<file path="src/rtl/trig_debouncer_if.sv">
// Bus between the trigger debouncer and its environment: raw inputs in,
// conditioned trigger/data plus status out.
interface trig_debouncer_if #(
  parameter int unsigned PCNT_W = 8
) ();
  logic              btn_raw;
  logic              sw_raw;
  logic              trig;
  logic              data;
  logic              btn_level;
  logic [PCNT_W-1:0] press_cnt;

  modport master (
    output btn_raw, sw_raw,
    input  trig, data, btn_level, press_cnt
  );

  modport slave (
    input  btn_raw, sw_raw,
    output trig, data, btn_level, press_cnt
  );
endinterface

</file>
<file path="src/rtl/trig_debouncer.sv">
// Button synchroniser/debouncer: one trig pulse per accepted press, with the
// synchronised switch value captured into data alongside it.
module trig_debouncer #(
  parameter int unsigned DEB_CYCLES = 16,
  parameter int unsigned CNT_W      = 16,
  parameter int unsigned PCNT_W     = 8
) (
  input  logic            clk,
  input  logic            reset_n,
  trig_debouncer_if.slave bus
);

  typedef enum logic [1:0] {
    IDLE       = 2'd0,
    PRESS_WAIT = 2'd1,
    HELD       = 2'd2,
    REL_WAIT   = 2'd3
  } state_t;

  localparam logic [CNT_W-1:0] CNT_LAST = CNT_W'(DEB_CYCLES - 1);

  state_t            state, state_nxt;
  logic [CNT_W-1:0]  cnt, cnt_nxt;
  logic              btn_m, btn_s, sw_m, sw_s;
  logic              at_last;

  logic              trig_q, data_q, level_q;
  logic [PCNT_W-1:0] press_q;
  logic              trig_nxt, data_nxt, level_nxt;
  logic [PCNT_W-1:0] press_nxt;

  assign at_last = (cnt == CNT_LAST);

  // Two-flop synchronisers for both asynchronous inputs
  always_ff @(posedge clk or negedge reset_n) begin
    if (!reset_n) begin
      btn_m <= 1'b0;
      btn_s <= 1'b0;
      sw_m  <= 1'b0;
      sw_s  <= 1'b0;
    end else begin
      btn_m <= bus.btn_raw;
      btn_s <= btn_m;
      sw_m  <= bus.sw_raw;
      sw_s  <= sw_m;
    end
  end

  // State, qualification counter and registered outputs
  always_ff @(posedge clk or negedge reset_n) begin
    if (!reset_n) begin
      state   <= IDLE;
      cnt     <= '0;
      trig_q  <= 1'b0;
      data_q  <= 1'b0;
      level_q <= 1'b0;
      press_q <= '0;
    end else begin
      state   <= state_nxt;
      cnt     <= cnt_nxt;
      trig_q  <= trig_nxt;
      data_q  <= data_nxt;
      level_q <= level_nxt;
      press_q <= press_nxt;
    end
  end

  // Next state: a level change must persist DEB_CYCLES samples after entry
  always_comb begin
    state_nxt = state;
    cnt_nxt   = cnt;
    case (state)
      IDLE: begin
        if (btn_s) begin
          state_nxt = PRESS_WAIT;
          cnt_nxt   = '0;
        end
      end
      PRESS_WAIT: begin
        if (!btn_s)       state_nxt = IDLE;
        else if (at_last) state_nxt = HELD;
        else              cnt_nxt   = cnt + CNT_W'(1);
      end
      HELD: begin
        if (!btn_s) begin
          state_nxt = REL_WAIT;
          cnt_nxt   = '0;
        end
      end
      REL_WAIT: begin
        if (btn_s)        state_nxt = HELD;
        else if (at_last) state_nxt = IDLE;
        else              cnt_nxt   = cnt + CNT_W'(1);
      end
      default: begin
        state_nxt = IDLE;
        cnt_nxt   = '0;
      end
    endcase
  end

  // Output decode; only the PRESS_WAIT->HELD acceptance fires a trig
  always_comb begin
    trig_nxt  = 1'b0;
    data_nxt  = data_q;
    press_nxt = press_q;
    level_nxt = (state_nxt == HELD) || (state_nxt == REL_WAIT);
    if ((state == PRESS_WAIT) && btn_s && at_last) begin
      trig_nxt  = 1'b1;
      data_nxt  = sw_s;
      press_nxt = press_q + PCNT_W'(1);
    end
  end

  assign bus.trig      = trig_q;
  assign bus.data      = data_q;
  assign bus.btn_level = level_q;
  assign bus.press_cnt = press_q;

endmodule

</file>
<file path="src/flat_wrapper.sv">
// flat-port wrapper written by rule: the top's interface ports become plain ports
module trig_debouncer_flat 
#(
  parameter int unsigned DEB_CYCLES = 16,
  parameter int unsigned CNT_W      = 16,
  parameter int unsigned PCNT_W     = 8
)
  (clk, reset_n, bus_btn_raw, bus_sw_raw, bus_trig, bus_data, bus_btn_level, bus_press_cnt);
  trig_debouncer_if #(.PCNT_W(PCNT_W)) bus_i ();
  input  logic clk;
  input  logic reset_n;
  input wire logic [$bits(bus_i.btn_raw)-1:0] bus_btn_raw;
  input wire logic [$bits(bus_i.sw_raw)-1:0] bus_sw_raw;
  output wire logic [$bits(bus_i.trig)-1:0] bus_trig;
  output wire logic [$bits(bus_i.data)-1:0] bus_data;
  output wire logic [$bits(bus_i.btn_level)-1:0] bus_btn_level;
  output wire logic [$bits(bus_i.press_cnt)-1:0] bus_press_cnt;
  assign bus_i.btn_raw = bus_btn_raw;
  assign bus_i.sw_raw = bus_sw_raw;
  assign bus_trig = bus_i.trig;
  assign bus_data = bus_i.data;
  assign bus_btn_level = bus_i.btn_level;
  assign bus_press_cnt = bus_i.press_cnt;
  trig_debouncer #(.DEB_CYCLES(DEB_CYCLES), .CNT_W(CNT_W), .PCNT_W(PCNT_W)) u_core (.clk(clk), .reset_n(reset_n), .bus(bus_i));
endmodule
</file>
<file path="config.mk">
export PLATFORM = sky130hd
export DESIGN_NAME = trig_debouncer_flat
export DESIGN_NICKNAME = d
export VERILOG_FILES = /design/src/rtl/trig_debouncer_if.sv /design/src/rtl/trig_debouncer.sv /design/src/flat_wrapper.sv
export SDC_FILE = /design/constraint.sdc
export NUM_CORES = 1
export LEC_CHECK = 0
export BUFFER_PORTS_ARGS = -buffer_cell sky130_fd_sc_hd__buf_2
export CORE_MARGIN = 2
export CORE_UTILIZATION = 50
export CTS_CLUSTER_SIZE = 24
export DETAILED_ROUTE_END_ITERATION = 7
export PLACE_DENSITY = 0.69
export SYNTH_ARGS = -nofsm -noshare
export SYNTH_HDL_FRONTEND = slang
export SYNTH_SLANG_ARGS = --single-unit
</file>
<file path="constraint.sdc">
create_clock -name clk -period 3.1 [get_ports clk]
set_input_delay 0.465 -clock clk [delete_from_list [all_inputs] [get_ports clk]]
set_output_delay 0.465 -clock clk [all_outputs]
set_load 0.005 [all_outputs]
</file>
==> results of run 1 <==
==> registers in the layout (all words and copies together), names as in the netlist <==
name and count:
u_core.bus.trig 1, u_core.bus.press_cnt 8, u_core.sw_m 1, u_core.state 2, u_core.btn_m 1, u_core.cnt 16
u_core.btn_s 1, u_core.bus.btn_level 1, u_core.bus.data 1, u_core.sw_s 1
==> kinds of logic after synthesis <==
logic type,count (synthesis),share of synthesized area [%]
AND/OR/NAND/NOR,81,28.2
flip-flops,33,51.3
AO/OA/AOI/OAI,18,6.38
buffers and inverters,10,3.50
XOR/XNOR,8,4.35
multiplexers,7,4.67
adder cells (fa/ha/maj),2,1.55
==> path summary, 6_finish.rpt <==
kind                       slack, ns  cells after the start             from                       to
max                             0.99                      5  u_core.state[0]           u_core.cnt[12]
min                             0.15                      1          reset_n  u_core.bus.press_cnt[6]
max reg2reg                     0.99                      5  u_core.state[0]           u_core.cnt[12]
min reg2reg                     0.36                      0      u_core.sw_m              u_core.sw_s
max in group asynchronous       2.47                      1          reset_n            u_core.cnt[8]
min in group clk                0.22                      1       bus_sw_raw              u_core.sw_m
==> area by class of cell <==
type | instances | area (um^2)
Clock buffer | 7 | 65.1
Clock inverter | 1 | 5.00
Fill cell | 282 | 1280
Sequential cell | 33 | 826
Timing Repair Buffer | 15 | 77.6
Tap cell | 44 | 55.1
Inverter | 4 | 15.0
Multi-Input combinational cell | 116 | 727
==> cell usage in the layout, fill, tap and decap left out, types with 5 or more instances in the layout <==
cell / n
nor3_1: 5
o21ai_0: 5
dfrtp_1: 33
nand3_1: 16
nand4_1: 10
a21oi_1: 5
and3_1: 5
nor2_1: 7
nand2_1: 23
xnor2_1: 7
or4_1: 5
buf_2: 14
clkbuf_4: 5
==> metal layers <==
layer	GRT usage (%)	vias up	share of wire (%)
li1	-	600	-
met1	24.1	583	49
met3	8.32	7	4.7
met5	0	-	0
met2	26.0	23	44
met4	8.39	0	2.1
==> power breakdown <==
group / leakage, nW / internal, mW / total (mW) / switching (mW)
Combinational: 0.355 / 0.0156 / 0.0461 / 0.0305
Clock: 0.0413 / 0.131 / 0.277 / 0.146
Sequential: 0.447 / 0.445 / 0.463 / 0.0183
Total: 0.843 / 0.592 / 0.786 / 0.195
==> flow_summary.json, run 1 <==
{
  "outcome": "finished clean",
  "ant_nets": 0,
  "design_area_um2": 1770,
  "ctsResizeCount": 0,
  "fin_util_pct": 58.0,
  "cts_tree": "built",
  "grt_pass1_wl_um": 4780,
  "via_per_inst": 5.51,
  "cp_max_fo": 21,
  "pre_cts_ws_ns": 1.00,
  "synth_area_um2": 1610,
  "max_freq_ghz": 0.474,
  "rsz0062_at_grt": "no",
  "finalNonFillerCells": 220,
  "core_um2": 3050,
  "detailed_place.area_um2": 1700,
  "max_stage_delay_ns": 0.61,
  "drive_above_1_share_pct": 17.6,
  "die_w_um": 60.7,
  "die_h_um": 60.7,
  "syn2layout_area_growth_pct": 10.0,
  "hpwlAfterDp_um": 1920,
  "drv_cap": 0,
  "synth_warnings": 0,
  "ctsHoldBuffers": 0,
  "io_pins": 15,
  "synth_area_leaders": "dfrtp_1, nand2_1, nand3_1, nand4_1, xnor2_1",
  "postSynthAreaPerCell_um2": 10.1,
  "synth.top_cells.by_count": "dfrtp_1, nand2_1, nand3_1, nand4_1",
  "grt_pass1_vias": 1068,
  "yosysTopAreaCell": "dfrtp_1",
  "min_period_ns": 2.11,
  "die-area_um2": 3690,
  "critPathSlowestCell": "o21bai_2",
  "async_flop_share_pct": 100,
  "dpl.cell_count": 212,
  "port_buffers": 14,
  "globalRouteOverflowTotal": 0,
  "clockRootBuffer": "clkbuf_4",
  "relSlewSlack_pct": 52.0,
  "row_count": 20,
  "leakagePower_nw": 0.843,
  "fin_crit_sh_pct": 68.0,
  "synth_edf_count": 0,
  "post_cts.repair.setup_buffers": 0,
  "synthDominantCellAreaShare_pct": 51.3,
  "cp_num_buf_inv": 0,
  "place.gp.congestion": 0.801,
  "hold_viol": 0,
  "cp.arrival_ns": 2.34,
  "antenna_cells": 0,
  "synth_fp_nets": 165,
  "firstDrtPassIters": 4,
  "crit_family": "simple AND/OR/NAND/NOR gates",
  "drv_slew": 0,
  "synth-seq-area-share_pct": 51.3,
  "clock_latency_ns": 0.34,
  "grt_max_degree": 34,
  "drt_wl_total_um": 2870,
  "power.density_nw_per_um2": 444,
  "track_usage_pct": 18.3,
  "grt_antenna_before_repair": 0,
  "synth_top_flop_cell": "dfrtp_1",
  "peakVddDrop_uv": 233,
  "hold_slack_ns": 0.155,
  "required_ns": 3.33,
  "fin_ws_ns": 0.992,
  "ys_seq_elements": 33,
  "worst_clock_skew_ns": 0.00944,
  "startpoint_type": "register",
  "htree_levels": 2,
  "start_util_pct": 52.7,
  "cts.sinks": 33,
  "finalPower_uw": 786,
  "max_slew.worst_pin.slew_ns": 0.719,
  "setup_tns_ns": 0,
  "drc": 0,
  "syn_inst": 159,
  "path_cells": "nor4b_2, nand4_1, o21bai_2, or4_1, nand3_1",
  "route.vias.total": 1213,
  "end_kind": "register",
  "wl_per_cell_um": 13.0,
  "hold_class": "input pin to asynchronous set/reset pin",
  "detail_route.iter0.violations": 82,
  "numCtsBuffers": 5,
  "clkTransAtPathRegs_ns": 0.10,
  "ys_types": 33,
  "nets": 181,
  "critPathKind": "register to register",
  "clock_tree.buffer_depth": 2,
  "setup_viol": 0,
  "yosysMostFrequentCell": "dfrtp_1"
}
No activity file was read; power rests on OpenSTA's default activity.
==> run 2: changes to the inputs <==
==> constraint.sdc (replaced) <==
create_clock -name clk -period 1.95 [get_ports clk]
set_input_delay 0.2925 -clock clk [delete_from_list [all_inputs] [get_ports clk]]
set_output_delay 0.2925 -clock clk [all_outputs]
set_load 0.005 [all_outputs]
==> run 2 against run 1 <==
Compared with the run above: sequential share of layout area is 0.94 points lower; count of clock-buffer cells in the layout stayed put; total power is 52% higher; clock power is 34% higher; non-clock buffer count is 6 higher; critical path type unchanged; largest cell class unchanged.
==> flow_summary.json, run 2 (synthesis results as in run 1) <==
{
  "fin_crit_sh_pct": 95.4,
  "outcome": "finished clean",
  "end_kind": "register",
  "core_um2": 3050,
  "fin_ws_ns": 0.0904,
  "drive_above_1_share_pct": 19.9,
  "swShare_pct": 23.7,
  "wl_per_cell_um": 13.6,
  "p_clk_share_pct": 31.0,
  "pre_cts_ws_ns": 0.0464,
  "reg2regPathDepth": 7,
  "clockRootBuffer": "clkbuf_4",
  "nets": 187,
  "grt_pass1_vias": 1203,
  "firstDrtPassIters": 4,
  "clkTransAtPathRegs_ns": 0.09,
  "hpwlAfterDp_um": 2140,
  "timing.rr.end": "u_core.cnt[13]",
  "internal_power_uw": 911,
  "detailed_place.area_um2": 1740,
  "syn2layout_area_growth_pct": 12.3,
  "max_stage_delay_ns": 0.47,
  "critPathSlowestCell": "or4_1",
  "cp.arrival_ns": 2.11,
  "max_freq_ghz": 0.538,
  "detail_route.iter0.violations": 71,
  "mostFrequentLayoutCells": "dfrtp_1, nand2_1, nand3_1",
  "critPathKind": "register to register",
  "largest_register_ffs": 16,
  "r2r_slack_ns": 0.09,
  "startpoint_type": "register",
  "die_w_um": 60.7,
  "hold_class": "input pin to asynchronous set/reset pin",
  "ctsHoldBuffers": 0,
  "setup_viol": 0,
  "drt_wl_total_um": 3060,
  "drc": 0,
  "htree_levels": 2,
  "fillCellCount": 286,
  "route.vias.total": 1263,
  "required_ns": 2.20,
  "pwr-share-comb_pct": 7.6,
  "die-area_um2": 3690,
  "via_per_inst": 5.61,
  "cts.sinks": 33,
  "hold_viol": 0,
  "row_count": 20,
  "grt_antenna_before_repair": 0,
  "max_slew.worst_pin.slew_ns": 0.716,
  "numCtsBuffers": 5,
  "start_util_pct": 52.7,
  "grt_pass1_wl_um": 5180,
  "leakagePower_nw": 0.862,
  "final_common_cell": "dfrtp_1",
  "peakVddDrop_uv": 397,
  "die_h_um": 60.7,
  "path_cells": "ha_2, and3_1, nand4_1, o21bai_2, buf_6, or4_1, nand3_1",
  "switching_power_uw": 283,
  "cp_num_buf_inv": 1,
  "setup_tns_ns": 0,
  "min_period_ns": 1.86,
  "io_pins": 15,
  "drv_slew": 0,
  "design_area_um2": 1810,
  "clock_latency_ns": 0.32,
  "p_seq_share_pct": 61.5,
  "track_usage_pct": 19.2,
  "worst_clock_skew_ns": 0.00868,
  "ant_nets": 0,
  "cp_max_fo": 21,
  "drv_cap": 0,
  "largest_register": "u_core.cnt",
  "place.gp.congestion": 0.783,
  "r2r-start": "u_core.cnt[0]",
  "dpl.cell_count": 217,
  "globalRouteOverflowTotal": 0,
  "power.density_nw_per_um2": 661,
  "clock_tree.buffer_depth": 2,
  "finalNonFillerCells": 225,
  "grt_max_degree": 34,
  "relSlewSlack_pct": 52.3,
  "antenna_cells": 0,
  "cts_tree": "built",
  "port_buffers": 14,
  "crit_family": "simple AND/OR/NAND/NOR gates",
  "rsz0062_at_grt": "no"
}
==> run 2: cell count changes in the layout (fill, tap and decap cells not counted), sizes merged <==
cell,change
buf,+6
clkinv,-1
==> run 2: routing by layer <==
metal / share of wire [%] / global-route usage, % / wire length, um
met1: 46 / 23.6 / 1400
met2: 49 / 31.5 / 1490
met3: 4.0 / 5.12 / 122
met4: 1.3 / 8.70 / 41
met5: 0 / 0 / 0
==> run 2: worst max-delay path by stage <==
stage,startpoint,to,slack (ns),cells after the start
after floorplan,u_core.cnt[0],u_core.cnt[13],0.18,7
after global placement,u_core.cnt[0],u_core.cnt[9],0.12,7
after detailed placement,u_core.cnt[0],u_core.cnt[13],0.05,7
after CTS,u_core.cnt[0],u_core.cnt[13],0.03,7
after global routing,u_core.cnt[7],u_core.bus.press_cnt[3],0.01,5
final,u_core.cnt[0],u_core.cnt[13],0.09,7
==> run 2: per-stage QoR <==
stage	hold slack [ns]	total power [mW]	util (%)
floorplan	-0.00309	0.795	-
global placement	0.333	0.824	56.9
detailed placement	0.343	0.833	56.9
CTS	0.0350	1.21	58.7
global route	0.0540	1.27	59.2
finish	0.0206	1.19	59.2
==> run 2: timing repair <==
action                                  in CTS  in global routing
setup buffers                                0                  1
endpoints found under the setup margin       0                  4
gates resized for setup                      0                  2
==> run 2: power groups by stage <==
stage | sequential, mW | clock, mW | combinational (mW)
5_1_grt | 0.738 | 0.428 | 0.103
6_report | 0.734 | 0.370 | 0.0903
3_5_place_dp | 0.747 | 0 | 0.0859
2_1_floorplan | 0.740 | 0 | 0.0547
3_3_place_gp | 0.744 | 0 | 0.0807
4_1_cts | 0.733 | 0.390 | 0.0863
==> run 2: final cells by class <==
cell class              instances  area, um^2  area share, %
clock buffers                   7        55.1           3.05
inverters                       4        15.0          0.831
multi-input cells             116         729           40.4
flip-flops and latches         33         826           45.7
well taps                      44        55.1           3.05
repair buffers                 21         126           6.99
